## src/rtl/fir_pkg.sv

```systemverilog
// Shared types and arithmetic helpers for the time-multiplexed FIR filter.
// Rounding/saturation is enabled at build time with FIR_ROUND_SAT_EN.
package fir_pkg;

  typedef enum logic [1:0] {
    IDLE,
    MAC,
    OUT
  } state_t;

  localparam int RW = 64;

  function automatic int acc_width(
    input int dw,
    input int cw,
    input int taps
  );
    return dw + cw + $clog2(taps);
  endfunction

  // Operates on a sign-extended RW-bit value; caller keeps low out_w bits.
  function automatic logic signed [RW-1:0] round_sat(
    input logic signed [RW-1:0] acc,
    input int shift,
    input int out_w
  );
    logic signed [RW-1:0] one;
    logic signed [RW-1:0] v;
    logic signed [RW-1:0] hi;
    logic signed [RW-1:0] lo;
    one = 1;
    v = acc;
    if (shift > 0) v = v + (one <<< (shift - 1));
    v = v >>> shift;
    hi = (one <<< (out_w - 1)) - one;
    lo = -(one <<< (out_w - 1));
    if (v > hi) v = hi;
    else if (v < lo) v = lo;
    return v;
  endfunction

endpackage

```

## src/rtl/fir_out_stage.sv

```systemverilog
// Combinational accumulator-to-sample shaping (shift, optional round/saturate).
// FIR_ROUND_SAT_EN selects round+saturate; otherwise truncate and wrap.
module fir_out_stage
  import fir_pkg::*;
#(
  parameter int ACC_W = 34,
  parameter int OUT_W = 16,
  parameter int SHIFT = 15
) (
  input  logic signed [ACC_W-1:0] acc_i,
  output logic signed [OUT_W-1:0] data_o
);

  logic signed [RW-1:0] wide;
  logic signed [RW-1:0] res;
  logic unused_hi;

  assign wide = {{(RW-ACC_W){acc_i[ACC_W-1]}}, acc_i};

`ifdef FIR_ROUND_SAT_EN
  assign res = round_sat(wide, SHIFT, OUT_W);
`else
  assign res = wide >>> SHIFT;
`endif

  assign data_o = res[OUT_W-1:0];
  assign unused_hi = ^res[RW-1:OUT_W];

endmodule

```

## src/rtl/fir_filter_tdm.sv

```systemverilog
// Multi-channel FIR sharing one multiplier across taps, with run-time coefficients.
// Output shaping depends on FIR_ROUND_SAT_EN (see fir_out_stage).
module fir_filter_tdm
  import fir_pkg::*;
#(
  parameter int DATA_WIDTH  = 16,
  parameter int COEFF_WIDTH = 16,
  parameter int TAPS        = 8,
  parameter int CHANNELS    = 2,
  parameter int OUT_WIDTH   = 16,
  parameter int SHIFT       = 15,
  localparam int CW = (CHANNELS > 1) ? $clog2(CHANNELS) : 1,
  localparam int TW = $clog2(TAPS)
) (
  input  logic                          clk,
  input  logic                          rst_n,
  input  logic                          in_valid,
  output logic                          in_ready,
  input  logic [CW-1:0]                 in_ch,
  input  logic signed [DATA_WIDTH-1:0]  in_data,
  input  logic                          coef_we,
  input  logic [TW-1:0]                 coef_addr,
  input  logic signed [COEFF_WIDTH-1:0] coef_data,
  output logic                          out_valid,
  input  logic                          out_ready,
  output logic [CW-1:0]                 out_ch,
  output logic signed [OUT_WIDTH-1:0]   out_data
);

  localparam int ACC_W = acc_width(DATA_WIDTH, COEFF_WIDTH, TAPS);
  localparam int PW    = DATA_WIDTH + COEFF_WIDTH;

  state_t state_q, state_d;
  logic signed [DATA_WIDTH-1:0]  x_q [CHANNELS][TAPS];
  logic signed [COEFF_WIDTH-1:0] h_q [TAPS];
  logic signed [ACC_W-1:0]       acc_q, acc_d, acc_nx;
  logic [TW-1:0]                 k_q, k_d;
  logic [CW-1:0]                 ch_q, ch_d, out_ch_q;
  logic signed [OUT_WIDTH-1:0]   out_data_q, shaped;
  logic signed [PW-1:0]          prod;
  logic                          accept, ch_ok, start, last;

  assign accept = (state_q == IDLE) && in_valid;
  assign ch_ok  = int'(in_ch) < CHANNELS;
  assign start  = accept && ch_ok;
  assign last   = k_q == TW'(TAPS - 1);
  assign prod   = x_q[ch_q][k_q] * h_q[k_q];
  assign acc_nx = acc_q + {{(ACC_W-PW){prod[PW-1]}}, prod};

  // Fed with the final sum so the output register loads on the MAC->OUT edge.
  fir_out_stage #(
    .ACC_W(ACC_W),
    .OUT_W(OUT_WIDTH),
    .SHIFT(SHIFT)
  ) u_out (
    .acc_i (acc_nx),
    .data_o(shaped)
  );

  always_comb begin
    state_d = state_q;
    acc_d   = acc_q;
    k_d     = k_q;
    ch_d    = ch_q;
    unique case (state_q)
      IDLE: begin
        if (start) begin
          state_d = MAC;
          acc_d   = '0;
          k_d     = '0;
          ch_d    = in_ch;
        end
      end
      MAC: begin
        acc_d = acc_nx;
        k_d   = k_q + 1'b1;
        if (last) state_d = OUT;
      end
      OUT: begin
        if (out_ready) state_d = IDLE;
      end
      default: state_d = IDLE;
    endcase
  end

  always_ff @(posedge clk) begin
    if (!rst_n) begin
      state_q    <= IDLE;
      acc_q      <= '0;
      k_q        <= '0;
      ch_q       <= '0;
      out_ch_q   <= '0;
      out_data_q <= '0;
      for (int t = 0; t < TAPS; t++) begin
        h_q[t] <= '0;
        for (int c = 0; c < CHANNELS; c++) x_q[c][t] <= '0;
      end
    end else begin
      state_q <= state_d;
      acc_q   <= acc_d;
      k_q     <= k_d;
      ch_q    <= ch_d;
      if ((state_q == IDLE) && coef_we) h_q[coef_addr] <= coef_data;
      if (start) begin
        for (int t = TAPS - 1; t > 0; t--) x_q[in_ch][t] <= x_q[in_ch][t-1];
        x_q[in_ch][0] <= in_data;
      end
      if ((state_q == MAC) && last) begin
        out_data_q <= shaped;
        out_ch_q   <= ch_q;
      end
    end
  end

  assign in_ready  = state_q == IDLE;
  assign out_valid = state_q == OUT;
  assign out_ch    = out_ch_q;
  assign out_data  = out_data_q;

endmodule

```

## config.mk

```make
export PLATFORM = sky130hd
export DESIGN_NAME = fir_filter_tdm
export DESIGN_NICKNAME = d
export VERILOG_FILES = /design/src/rtl/fir_pkg.sv /design/src/rtl/fir_out_stage.sv /design/src/rtl/fir_filter_tdm.sv
export SDC_FILE = /design/constraint.sdc
export NUM_CORES = 1
export LEC_CHECK = 0
export CORE_ASPECT_RATIO = 1.5
export CORE_MARGIN = 5
export CORE_UTILIZATION = 40
export CTS_BUF_LIST = sky130_fd_sc_hd__clkbuf_16
export DETAILED_ROUTE_END_ITERATION = 6
export SETUP_SLACK_MARGIN = 0.2
export SLEW_MARGIN = 20
export SYNTH_ARGS = -nofsm -noshare
export SYNTH_HDL_FRONTEND = slang
export SYNTH_SLANG_ARGS = --single-unit
```

## constraint.sdc

```tcl
create_clock -name clk -period 24 [get_ports clk]
set_clock_uncertainty 0.1 [all_clocks]
set_input_delay 3.6 -clock clk [delete_from_list [all_inputs] [get_ports clk]]
set_output_delay 3.6 -clock clk [all_outputs]
set_load 0.01 [all_outputs]
```

==> results.md, run 1 <==
* Maximum capacitance violations at 0
* EDFF count, synth at 384
* Worst path slowest cell: buf_4
* Critical Path Max Stage Delay at 710 ps
* Die W at 235 um
* Utilization after layout at 0.447
* Number of global-route vias before repair at 20.6k
* Yosys reg bits at 442
* Final setup margin at 13,560 ps
* Peak Freq at 0.0958 GHz
* Post-route ant nets at 0
* Crit path arrival time at 10,870 ps
* Setup Buffers After CTS at 0
* CTS max path bufs at 3
* First-pass DRT Iterations at 5
* Total GRT Usage at 0.173
* I/O Buffers at 59
* Synth Warn # at 0
* Netlist Area Pre-Place at 30,400 sq um
* Post-synthesis sequential area ratio at 0.418
* CP delay by family, top: adder cells
* Area Overhead vs Synth at 10.7%
* Mean Syn Cell Area at 12.1 sq um
* Setup TNS at 0 ps
* Cell Pwr Density at 132 nW/um^2
* Layout Nets at approximately 3k
* FP Rows at 123
* Unique masters post-synth at 62
* Leakage at 13.8 nW
* Initial antenna violation count at 1
* Outcome: complete, no violations
* DP Worst Slack at 13,440 ps
* WL final at 70,700 um
* Multi-input gate area at 16,100 sq um
* CP startpoint kind: flop
* Overflow after GRT at 0
* Post-synth top area cell: edfxtp_1
* CP Buf/Inv Count at 5
* Total Die Area at 81,700 sq um
* Vias after detailed routing at 18.8k
* Initial core utilization at 0.404
* Ant diodes at 0
* CORE AREA at 75,300 sq um
* Clk_lat worst skew at ~600 ps
* Clock Sinks at 442
* Register area at approximately 13,000 sq um
* CTS buffer count at 44
* Mapped Cells at 2,513
* Syn_nets at 2,926
* Main synth FF type: edfxtp_1
* Crit. End Element: flop
* DR WL/cell at around 20 um
* Most common cell after layout, fill and taps aside: and2_1
* Final Hold Viols at 0
* Clk slew on worst S/H paths at 70 ps
* Largest net degree at the start of global routing at 116
* Layout cell share with drive strength beyond 1 at 0.0942
* Vias per std cell at 5.24
* Root Buffer: clkbuf_16
* Worst slew margin at 0.305
* Worst setup path category: reg2reg
* Final period utilization at 0.435
* Worst Max-Slew Pin Slew at 1040 ps
* Top cells by area, synth: edfxtp_1, fa_1, and2_1
* Filler cells at 6,872
* Async S/R FF share, synth at 0
* Detailed placement HPWL at 48,400 um
* Max Transition Viols Final at 0
* Worst-path fanout max at 40
* Most frequent cells in the layout: and2_1, edfxtp_1, inv_1, fa_1, nand2_1
* Worst EP required at roughly 24,000 ps
* IO Count at 60
* Final setup fails at 0
* GPL Wtd Cong at between 0.8 and 0.9
* Cell mode on critical path: fa_1
* First-pass GRT wire length at 113,000 um
* Iter 0 DRT Violations at 1,051
* Drt drc at 0
* Post-CTS Hold Fix Bufs at 0
* CTS tree: built
* Post-cts gate resize count at 0
* RSZ-0062 raised after global routing: false
* Hold Path Class: reg2reg
* Post-route minimum period at 10,440 ps
* Max rail drop VDD at 147 uV
* Die H at 348 um
* Top-area cell type share of the netlist area at 0.380
* H-tree depth at 2
## final cells by class
type | count | area share
Clock buffer | 46 | 0.0342
Clock inverter | 35 | 0.00964
Inverter | 314 | 0.0351
Multi-Input combinational cell | 1640 | 0.478
Sequential cell | 442 | 0.378
Tap cell | 1000 | 0.0372
Timing Repair Buffer | 102 | 0.0276
## cell usage after synthesis (all sizes together) (28+ instances only)
cell type / instances
and2: 410
edfxtp: 384
inv: 314
fa: 257
nand2: 158
ha: 115
mux4: 108
nor2b: 100
clkbuf: 98
nor2: 64
dfxtp: 58
o21ai: 51
xnor2: 51
a21oi: 45
nand2b: 37
a21o: 28
## through the flow
| step | total power [W] | hold WS [ps] | area, sq um | cells |
|---|---|---|---|---|
| CTS | 0.00449 | 357 | 33600 | 3578 |
| detailed placement | 0.00376 | 349 | 32100 | 3497 |
| finish | 0.00443 | 356 | 33600 | 3579 |
| global placement | 0.00372 | 339 | 32100 | 3497 |
| floorplan | 0.00313 | 330 | 30400 | 2513 |
| global route | 0.00486 | 378 | 33600 | 3579 |
## logic make-up after synthesis
group / synth area share
and+or+nand+nor: 0.158
muxes: 0.0895
adders and majority gates: 0.217
AOI/OAI and AO/OA: 0.0448
xor gates and xnor gates: 0.0187
buffers and inverters: 0.0542
DFF: 0.418
## metal layers
| layer | global-route usage | share of wire | vias up |
|---|---|---|---|
| li1 | - | - | 8467 |
| met1 | 0.198 | 0.38 | 9793 |
| met2 | 0.326 | 0.54 | 362 |
| met3 | 0.0204 | 0.034 | 135 |
| met4 | 0.0746 | 0.044 | 2 |
| met5 | 0 | 0.00018 | - |
## worst min-delay path: cells and delay by family (launching register included)
family          cells  cell delay (ps)
simple gates        1               50
compound gates      1               50
flops               1              310
## final timing paths
check                    start           end  slack [ps]  cells after the start
hold / removal    out_data[10]  out_data[10]         360                      2
hold reg to reg   out_data[10]  out_data[10]         360                      2
setup reg to reg          flop  out_data[13]       13560                     33
setup / recovery          flop  out_data[13]       13560                     33
## registers in the layout, indices dropped and copies added, names as in the netlist, named ones only
signal and flops:
x_q 256, state_q 2, ch_q 1, out_data 16, out_ch 1, acc_q 31, k_q 3, h_q 128
## power by group
group          switching (W)  internal [W]
registers          0.0000229      0.000885
clock network       0.000306      0.000404
logic                0.00164       0.00117
total                0.00197       0.00246
Power figures use the tool's default switching activity.
==> run 2: changes to the inputs <==
==> constraint.sdc (replaced) <==
create_clock -name clk -period 9.6 [get_ports clk]
set_clock_uncertainty 0.1 [all_clocks]
set_input_delay 1.44 -clock clk [delete_from_list [all_inputs] [get_ports clk]]
set_output_delay 1.44 -clock clk [all_outputs]
set_load 0.01 [all_outputs]
==> results.md, run 2 (same netlist as run 1, synthesis figures left out) <==
* Final setup fails at 0 (unchanged)
* R2R depth at 34 (+3.0%)
* Crit path arrival time at 9500 ps (-1370 ps)
* Overall power at 0.0115 W (+160%)
* GPL Wtd Cong at 0.857 (+3.2%)
* Clk slew on worst S/H paths at 60 ps (about the same)
* CTS max path bufs at 3 (unchanged)
* Hold Path Class: reg2reg
* Largest net degree at the start of global routing at 109 (-6.0%)
* Outcome: complete, no violations
* Max rail drop VDD at 394 uV (+170%)
* Total Die Area at 81,700 sq um (unchanged)
* Utilization after layout at 0.455 (+0.00800)
* Vias after detailed routing at 19.0k (+1.3%)
* Cell mode on critical path: fa_1
* Worst Max-Slew Pin Slew at 1110 ps (+64.6 ps)
* FP Rows at 123 (unchanged)
* Hold path depth at 2 (unchanged)
* IO Count at 60 (unchanged)
* Initial core utilization at 0.404 (unchanged)
* CORE AREA at 75,300 sq um (unchanged)
* Number of global-route vias before repair at 20.5k (-0.11%)
* Largest Register: x_q
* Max Transition Viols Final at 0 (unchanged)
* Initial antenna violation count at 0 (-1)
* Met1 wire length at 26,900 um (+0.61%)
* Most frequent cells in the layout: and2_1, edfxtp_1, inv_1, fa_1, nand2_1
* RSZ-0062 raised after global routing: true
* Die H at 348 um (unchanged)
* CTS tree: built
* Die W at 235 um (unchanged)
* Worst slew margin at 0.262 (-0.0431)
* CTS buffer count at 43 (-2.3%)
* Root Buffer: clkbuf_16
* First-pass GRT wire length at 113,000 um (-0.41%)
* Maximum capacitance violations at 0 (unchanged)
* First-pass DRT Iterations at 6 (+1)
* Overflow after GRT at 0 (unchanged)
* Layout Nets at 3,010 (+1.8%)
* Post-route ant nets at 0 (unchanged)
* Drt drc at 0 (unchanged)
* Post-route cell area at 34,200 sq um (+1.8%)
* H-tree depth at 2 (unchanged)
* Most common cell after layout, fill and taps aside: and2_1
* Max reg flops at 256 (unchanged)
* Post-route minimum period at 9180 ps (-1260 ps)
* Cell Pwr Density at 336 nW/um^2 (+160%)
* Iter 0 DRT Violations at 1,231 (+17%)
* WL met2 at 39,100 um (+1.8%)
* Total placed instance area at 32,300 sq um (+0.72%)
* Uppermost layer routed: met4
* Worst-path fanout max at 7 (-83%)
* Peak Freq at 0.109 GHz (+14%)
* Clock Sinks at 442 (unchanged)
* Worst setup path category: reg2reg
* Total GRT Usage at 0.172 (-0.00131)
* Largest regs: x_q (256), h_q (128), acc_q (31)
* CP startpoint kind: flop
* Critical Path Max Stage Delay at 640 ps (-70 ps)
* Vias per std cell at 5.25 (about the same)
* Leakage at 14.0 nW (+1.7%)
* Crit. End Element: flop
* Worst EP required at 9920 ps (-14,510 ps)
* DR WL/cell at 19.9 um (+0.60%)
* WL final at 72,000 um (+1.9%)
* Ant diodes at 0 (unchanged)
* I/O Buffers at 59 (unchanged)
* Met3 wire length at 2670 um (+11%)
* Clk_lat worst skew at 570 ps (-30 ps)
* Layout cell share with drive strength beyond 1 at 0.127 (+0.0323)
* Worst hold slack at 354 ps (-1.42 ps)
* Hold_sp: acc_q[21]
* Area Overhead vs Synth at 12.6%
* Final Hold Viols at 0 (unchanged)
* Worst path slowest cell: mux4_2
* Post-CTS Hold Fix Bufs at 0 (unchanged)
* Detailed placement HPWL at 49,900 um (+3.0%)
* Final period utilization at 0.956 (+0.521)
-- run 2: changes by cell type in the layout (fill, tap and decap cells not counted), moves of 6 or more --
cell / previous run / this run
buf_4: 42 / 77
buf_6: 0 / 10
fa_1: 257 / 251
fa_2: 0 / 6
ha_1: 115 / 106
ha_2: 0 / 7
nor2b_1: 99 / 92
nor2b_4: 0 / 6
-- run 2: per-stage QoR --
| stage | std cells | setup TNS [ps] | setup WS (ps) |
|---|---|---|---|
| finish | 3624 | 0 | 422 |
| global route | 3624 | 0 | 82.4 |
| CTS | 3599 | 0 | 224 |
| detailed placement | 3521 | 0 | 76.2 |
| global placement | 3521 | 0 | 212 |
| floorplan | 2513 | -465780 | -1820 |
-- run 2: final timing paths --
kind                            slack [ps]        end
worst max-delay path                   420  acc_q[28]
worst max register to register         420  acc_q[28]
worst min-delay path                   350  acc_q[21]
worst min register to register         350  acc_q[21]
-- run 2: layout make-up --
cell class | count | area, sq um
clock inverter | 28 | 208
inverter | 314 | 1180
sequential | 442 | 12700
timing repair buffer | 156 | 1480
tap | 1000 | 1250
fill | 6863 | 41000
clock buffer | 44 | 1100
multi-input combinational | 1640 | 16300
-- run 2: power by group --
| group | switching [W] | leakage [nW] | internal (W) | total, W |
|---|---|---|---|---|
| Combinational | 0.00445 | 8.86 | 0.00319 | 0.00763 |
| Sequential | 0.0000520 | 4.49 | 0.00221 | 0.00226 |
| Clock | 0.000729 | 0.673 | 0.000885 | 0.00161 |
-- run 2: metal layers --
metal	global-route usage	up-vias
li1	-	8561
met1	0.197	9876
met2	0.322	429
met3	0.0185	143
met4	0.0792	0
met5	0	-
-- run 2: timing repair --
item	CTS	global route
gates resized for setup	2	65
setup endpoints to repair	5	12
setup buffers	6	22
cloned	0	3
pin swaps	0	25
-- run 2: worst max-delay path: cells and delay by family, from the launching register on --
kind                     cells  cell delay [ps]
adder cells (fa/ha/maj)      8             3600
AO/OA/AOI/OAI                8             1810
AND/OR/NAND/NOR              8             1250
multiplexers                 2             1120
buffers and inverters        6              460
flip-flops                   1              410
XOR/XNOR                     2              270
